File: config.mk
export PLATFORM = sky130hd
export DESIGN_NAME = pipe_cfg_sequencer
export DESIGN_NICKNAME = d
export VERILOG_FILES = /design/src/rtl/pipe_cfg_sequencer.sv
export SDC_FILE = /design/constraint.sdc
export NUM_CORES = 1
export LEC_CHECK = 0
export ABC_AREA = 1
export CORE_MARGIN = 5
export CORE_UTILIZATION = 25
export DETAILED_ROUTE_END_ITERATION = 8
export PLACE_DENSITY = 0.51
export SLEW_MARGIN = 20
export SYNTH_ARGS = -nofsm -noshare
export SYNTH_HDL_FRONTEND = slang
export SYNTH_SLANG_ARGS = --single-unit
File: constraint.sdc
create_clock -name i_clk -period 2 [get_ports i_clk]
set_input_delay 0.6 -clock i_clk [delete_from_list [all_inputs] [get_ports i_clk]]
set_output_delay 0.6 -clock i_clk [all_outputs]
set_load 0.05 [all_outputs]
File: src/rtl/pipe_cfg_sequencer.sv
// Bring-up and frame-aligned reconfiguration sequencer for the camera-to-framebuffer pipeline.
// Setting changes are held as pending and only applied, with a pipeline flush, on a start-of-frame.
module pipe_cfg_sequencer #(
  parameter int unsigned CFG_DELAY    = 125000,
  parameter int unsigned CFG_TIMEOUT  = 12500000,
  parameter int unsigned FLUSH_CYCLES = 16
) (
  input  logic       i_clk,
  input  logic       i_rst,
  input  logic       i_sof,
  input  logic       i_btn_mode,
  input  logic       i_sw_gaussian,
  input  logic       i_cfg_done,
  output logic       o_cfg_start,
  output logic       o_mode,
  output logic       o_gaussian_enable,
  output logic       o_pipe_flush,
  output logic       o_busy,
  output logic [2:0] o_state
);

  localparam int unsigned WAIT_W  = (CFG_DELAY    > 1) ? $clog2(CFG_DELAY)    : 1;
  localparam int unsigned TO_W    = (CFG_TIMEOUT  > 1) ? $clog2(CFG_TIMEOUT)  : 1;
  localparam int unsigned FLUSH_W = (FLUSH_CYCLES > 1) ? $clog2(FLUSH_CYCLES) : 1;

  localparam logic [WAIT_W-1:0]  WAIT_LAST  = WAIT_W'(CFG_DELAY - 32'd1);
  localparam logic [TO_W-1:0]    TO_LAST    = TO_W'(CFG_TIMEOUT - 32'd1);
  localparam logic [FLUSH_W-1:0] FLUSH_LAST = FLUSH_W'(FLUSH_CYCLES - 32'd1);
  localparam logic [WAIT_W-1:0]  WAIT_ONE   = WAIT_W'(1'b1);
  localparam logic [TO_W-1:0]    TO_ONE     = TO_W'(1'b1);
  localparam logic [FLUSH_W-1:0] FLUSH_ONE  = FLUSH_W'(1'b1);

  typedef enum logic [2:0] {
    ST_WAIT  = 3'd0,
    ST_CFG   = 3'd1,
    ST_SYNC  = 3'd2,
    ST_FLUSH = 3'd3,
    ST_RUN   = 3'd4
  } state_t;

  state_t               r_state;
  logic [WAIT_W-1:0]    r_wait_cnt;
  logic [TO_W-1:0]      r_cfg_cnt;
  logic [FLUSH_W-1:0]   r_flush_cnt;
  logic                 r_cfg_start;
  logic                 r_mode;
  logic                 r_gauss;
  logic                 r_flush;
  logic                 r_busy;
  logic                 r_pend_mode;
  logic                 r_pend_g;

  state_t               w_state_nxt;
  logic [WAIT_W-1:0]    w_wait_cnt_nxt;
  logic [TO_W-1:0]      w_cfg_cnt_nxt;
  logic [FLUSH_W-1:0]   w_flush_cnt_nxt;
  logic                 w_cfg_start_nxt;
  logic                 w_flush_nxt;
  logic                 w_apply;
  logic                 w_change;

  // Next-state, counter and pulse decode; change detection uses the registered pending values.
  always_comb begin
    w_state_nxt     = r_state;
    w_wait_cnt_nxt  = r_wait_cnt;
    w_cfg_cnt_nxt   = r_cfg_cnt;
    w_flush_cnt_nxt = r_flush_cnt;
    w_cfg_start_nxt = 1'b0;
    w_flush_nxt     = 1'b0;
    w_apply         = 1'b0;
    w_change        = (r_pend_mode != r_mode) || (r_pend_g != r_gauss);
    case (r_state)
      ST_WAIT: begin
        if (r_wait_cnt == WAIT_LAST) begin
          w_state_nxt     = ST_CFG;
          w_wait_cnt_nxt  = {WAIT_W{1'b0}};
          w_cfg_cnt_nxt   = {TO_W{1'b0}};
          w_cfg_start_nxt = 1'b1;
        end else begin
          w_wait_cnt_nxt  = r_wait_cnt + WAIT_ONE;
        end
      end
      ST_CFG: begin
        // done takes priority over a coincident timeout
        if (i_cfg_done) begin
          w_state_nxt     = ST_SYNC;
          w_cfg_cnt_nxt   = {TO_W{1'b0}};
        end else if (r_cfg_cnt == TO_LAST) begin
          w_cfg_cnt_nxt   = {TO_W{1'b0}};
          w_cfg_start_nxt = 1'b1;
        end else begin
          w_cfg_cnt_nxt   = r_cfg_cnt + TO_ONE;
        end
      end
      ST_SYNC: begin
        if (i_sof) begin
          w_state_nxt     = ST_FLUSH;
          w_flush_cnt_nxt = {FLUSH_W{1'b0}};
          w_flush_nxt     = 1'b1;
          w_apply         = 1'b1;
        end else begin
          w_state_nxt     = ST_SYNC;
        end
      end
      ST_FLUSH: begin
        if (r_flush_cnt == FLUSH_LAST) begin
          w_state_nxt     = ST_RUN;
          w_flush_cnt_nxt = {FLUSH_W{1'b0}};
        end else begin
          w_flush_cnt_nxt = r_flush_cnt + FLUSH_ONE;
          w_flush_nxt     = 1'b1;
        end
      end
      ST_RUN: begin
        if (i_sof && w_change) begin
          w_state_nxt     = ST_FLUSH;
          w_flush_cnt_nxt = {FLUSH_W{1'b0}};
          w_flush_nxt     = 1'b1;
          w_apply         = 1'b1;
        end else begin
          w_state_nxt     = ST_RUN;
        end
      end
      default: begin
        w_state_nxt     = ST_WAIT;
        w_wait_cnt_nxt  = {WAIT_W{1'b0}};
        w_cfg_cnt_nxt   = {TO_W{1'b0}};
        w_flush_cnt_nxt = {FLUSH_W{1'b0}};
      end
    endcase
  end

  // State, counters, pending settings and registered outputs.
  always_ff @(posedge i_clk) begin
    if (i_rst) begin
      r_state     <= ST_WAIT;
      r_wait_cnt  <= {WAIT_W{1'b0}};
      r_cfg_cnt   <= {TO_W{1'b0}};
      r_flush_cnt <= {FLUSH_W{1'b0}};
      r_cfg_start <= 1'b0;
      r_mode      <= 1'b0;
      r_gauss     <= 1'b0;
      r_flush     <= 1'b0;
      r_busy      <= 1'b1;
      r_pend_mode <= 1'b0;
      r_pend_g    <= 1'b0;
    end else begin
      r_state     <= w_state_nxt;
      r_wait_cnt  <= w_wait_cnt_nxt;
      r_cfg_cnt   <= w_cfg_cnt_nxt;
      r_flush_cnt <= w_flush_cnt_nxt;
      r_cfg_start <= w_cfg_start_nxt;
      r_flush     <= w_flush_nxt;
      r_busy      <= (w_state_nxt != ST_RUN);
      r_mode      <= w_apply ? r_pend_mode : r_mode;
      r_gauss     <= w_apply ? r_pend_g : r_gauss;
      r_pend_mode <= r_pend_mode ^ i_btn_mode;
      r_pend_g    <= i_sw_gaussian;
    end
  end

  assign o_cfg_start       = r_cfg_start;
  assign o_mode            = r_mode;
  assign o_gaussian_enable = r_gauss;
  assign o_pipe_flush      = r_flush;
  assign o_busy            = r_busy;
  assign o_state           = r_state;

endmodule

==> metrics.cfg <==
[power]
power_switching_share = 0.211
powerDensity_mw_per_mm2 = 626
p_switching_uw = 460
combinationalPowerShare = 0.031
pwr-share-seq = 0.509
clkPwrFrac = 0.460
p_leak_uw = 0.00138
irDropWorstVdd_uv = 351
power.internal_uw = 1720

[global_route]
globalRouteOverflowTotal = 0
grt_pass1_wl_um = 12900
grt_pass1_vias = 2705
grt_use_total = 0.109
grt_max_degree = 19
antenna_found_initial = 0

[synth]
netlist_area_mm2 = 0.00297
synth_top_family_by_area = simple AND/OR/NAND/NOR gates
synth_edf_count = 0
yosys.area.top_type = dfxtp_1
ys.flop_type = dfxtp_1
synthDistinctLibCells = 34
syn_nets = 470
synth_warnings = 0
synth_fa_ha_area_frac = 0.0127
synth_seq_cells = 55
synth_area_leaders = dfxtp_1, nand2_1, nor2_1
ys_seq_area_frac = 0.371
synthCells = 461
syn_area_per_cell_um2 = 6.44
synth-xor-area-share = 0.0207
synthSimpleGateAreaFrac = 0.411
yosysTopAreaCellShare = 0.371
synthArstFlopShare = 0
muxShareOfSynthArea = 0
synth_compound_gate_area_share = 0.0974

[worst_setup_path]
end_kind = flop
cp-start-kind = flop
cp.arrival_ps = 2030
cp_slowest_stage_delay_ps = 380
cp_data_required_time_ps = 2240
crit_type = flop to flop
crit_path_max_fanout = 5
critPathSlowestCell = dfxtp_1
reg2regPathDepth = 11
timing.critical_path.cells = ha_1, nand3_1, inv_1, nand3_1, nor2_2, nand3_1, nor2_1, nand2_1, nand2_1, nand2_1, nor2_1

[clock_tree]
cts_tree = built
cts_buffer_depth = 2
postCtsSetupRepairBufs = 0
cts_resized = 0
clock-sinks = 55
htree_levels = 2
clkSlewWorstSetupHoldPaths_ps = 80
clk_latency_ps = 290
cts_hold_buf = 0
root_buffer = clkbuf_16
cts-buffers-inserted = 5

[cells_and_area]
diodes = 0
fin_area_mm2 = 0.00348
final_nets = 495
syn2layout_area_growth_pct = 17.4
fin_util = 0.302
drive_gt1_frac = 0.0945
final.fill_count = 1275

[timing]
rsz0062_at_grt = false
worst_slew_pin_slew_ps = 432
slew_headroom = 0.709
period_needed_ps = 1800
final_hold_viol_count = 0
max_freq_ghz = 0.556
postLayoutSetupSlackWorst_ps = 202
setup_viol = 0
slew_violations = 0
totalNegativeSetupSlack_ps = 0
post-route-period-util = 0.899
skew_ps = 7.64

[placed_design]
port_buffers = 13
dp_slack_ps = 87.5
dpl-instance-area_mm2 = 0.00331
place.gp.congestion = 0.864
dp_hpwl_um = 5820

[worst_hold_path]
min_path_type = flop to flop
holdPathStages = 2

[floorplan]
core.rowCount = 39
design.die.area_mm2 = 0.0141
core_area_mm2 = 0.0115
die_height_um = 119
die_x_um = 119
start_util = 0.258
io_pins = 14

[run_status]
status = complete, no violations

[flow_run]
maxCapViolations = 0

[route]
ant_nets = 0
drt_iter0_drc = 156
vias_per_cell = 4.62
wl_per_cell_um = 11.9
drc_errors = 0
firstDrtPassIters = 4
routed_wl_um = 7530
num_vias = 2913

[per-stage QoR]
stage,std cells,hold WS [ps],total power (uW)
CTS,630,482,2220
detailed placement,622,470,1200
floorplan,461,453,1170
finish,630,476,2180
global route,630,505,2270
global placement,622,465,1200
[worst paths after layout]
check,startpoint,to,slack [ps]
worst max-delay path,r_cfg_cnt[0],r_cfg_cnt[22],200
worst min-delay path,r_wait_cnt[16],r_wait_cnt[16],480
worst max register to register,r_cfg_cnt[0],r_cfg_cnt[22],200
worst min register to register,r_wait_cnt[16],r_wait_cnt[16],480
[power groups by stage]
stage	clock (uW)	sequential (uW)	combinational (uW)
5_1_grt	1080	1110	76.0
6_report	1000	1110	66.7
2_1_floorplan	0	1130	38.2
3_3_place_gp	0	1140	66.5
4_1_cts	1040	1110	67.0
3_5_place_dp	0	1140	66.7
[worst max-delay path: cells and delay by family (launching register included)]
family | cells | cell delay (ps)
buffers and inverters | 1 | 130
DFF | 1 | 380
and+or+nand+nor | 9 | 990
adders and majority gates | 1 | 230
[synthesized netlist by cell type, types with 5 or more instances]
master,n
a21oi_1,25
dfxtp_1,55
inv_1,54
nand2_1,115
nand2_2,5
nand3_1,37
nand4_1,19
nor2_1,79
nor3_1,11
o21ai_0,13
[state kept, by name, indices dropped and copies added, names as in the netlist]
name and count:
r_cfg_cnt 24, r_wait_cnt 17, r_flush_cnt 4, o_state 3
o_busy 1, o_cfg_start 1, o_gaussian_enable 1, o_mode 1
o_pipe_flush 1, r_pend_g 1, r_pend_mode 1
[per-layer routing]
layer	share of wire	up-vias	global-route usage
li1	-	1542	-
met4	0.0089	0	0.0326
met1	0.53	1326	0.153
met3	0.028	4	0.0194
met5	0	-	0
met2	0.43	41	0.170
[cells by family (layout without fill, tap and decap cells)]
kind of cell             Yosys count  after routing
AND/OR/NAND/NOR                  281            281
buffers and inverters             65             91
flip-flops                        55             55
AO/OA/AOI/OAI                     50             50
XOR/XNOR                           7              7
adder cells (fa/ha/maj)            3              3
[final cells by class]
cell class	instances	area [um^2]	area share
Multi-Input combinational cell	341	1620	0.464
Clock inverter	3	43.8	0.0126
Sequential cell	55	1100	0.316
Clock buffer	5	125	0.0359
Timing Repair Buffer	25	200	0.0575
Inverter	58	218	0.0625
Tap cell	143	179	0.0514
[cell usage in the layout (no fill, tap or decap), drive strengths merged]
cell type	netlist	final
nand2	120	120
a211oi	2	2
inv	56	56
nand4	19	19
o31ai	2	2
ha	3	3
o21a	2	2
xnor2	4	4
o21bai	2	2
buf	4	20
clkdlybuf4s50	0	5
clkbuf	3	5
or2	4	4
clkinv	2	4
bufinv	0	1
xor2	3	3
nor4	2	2
nor2	83	83
nor3b	2	2
a31oi	1	1
and3	1	1
dfxtp	55	55
o21ai	13	13
nand3	37	37
nor3	12	12
a21oi	26	26
nand3b	1	1
o2111ai	1	1
a22oi	1	1
(Power assumes the default switching activity.)
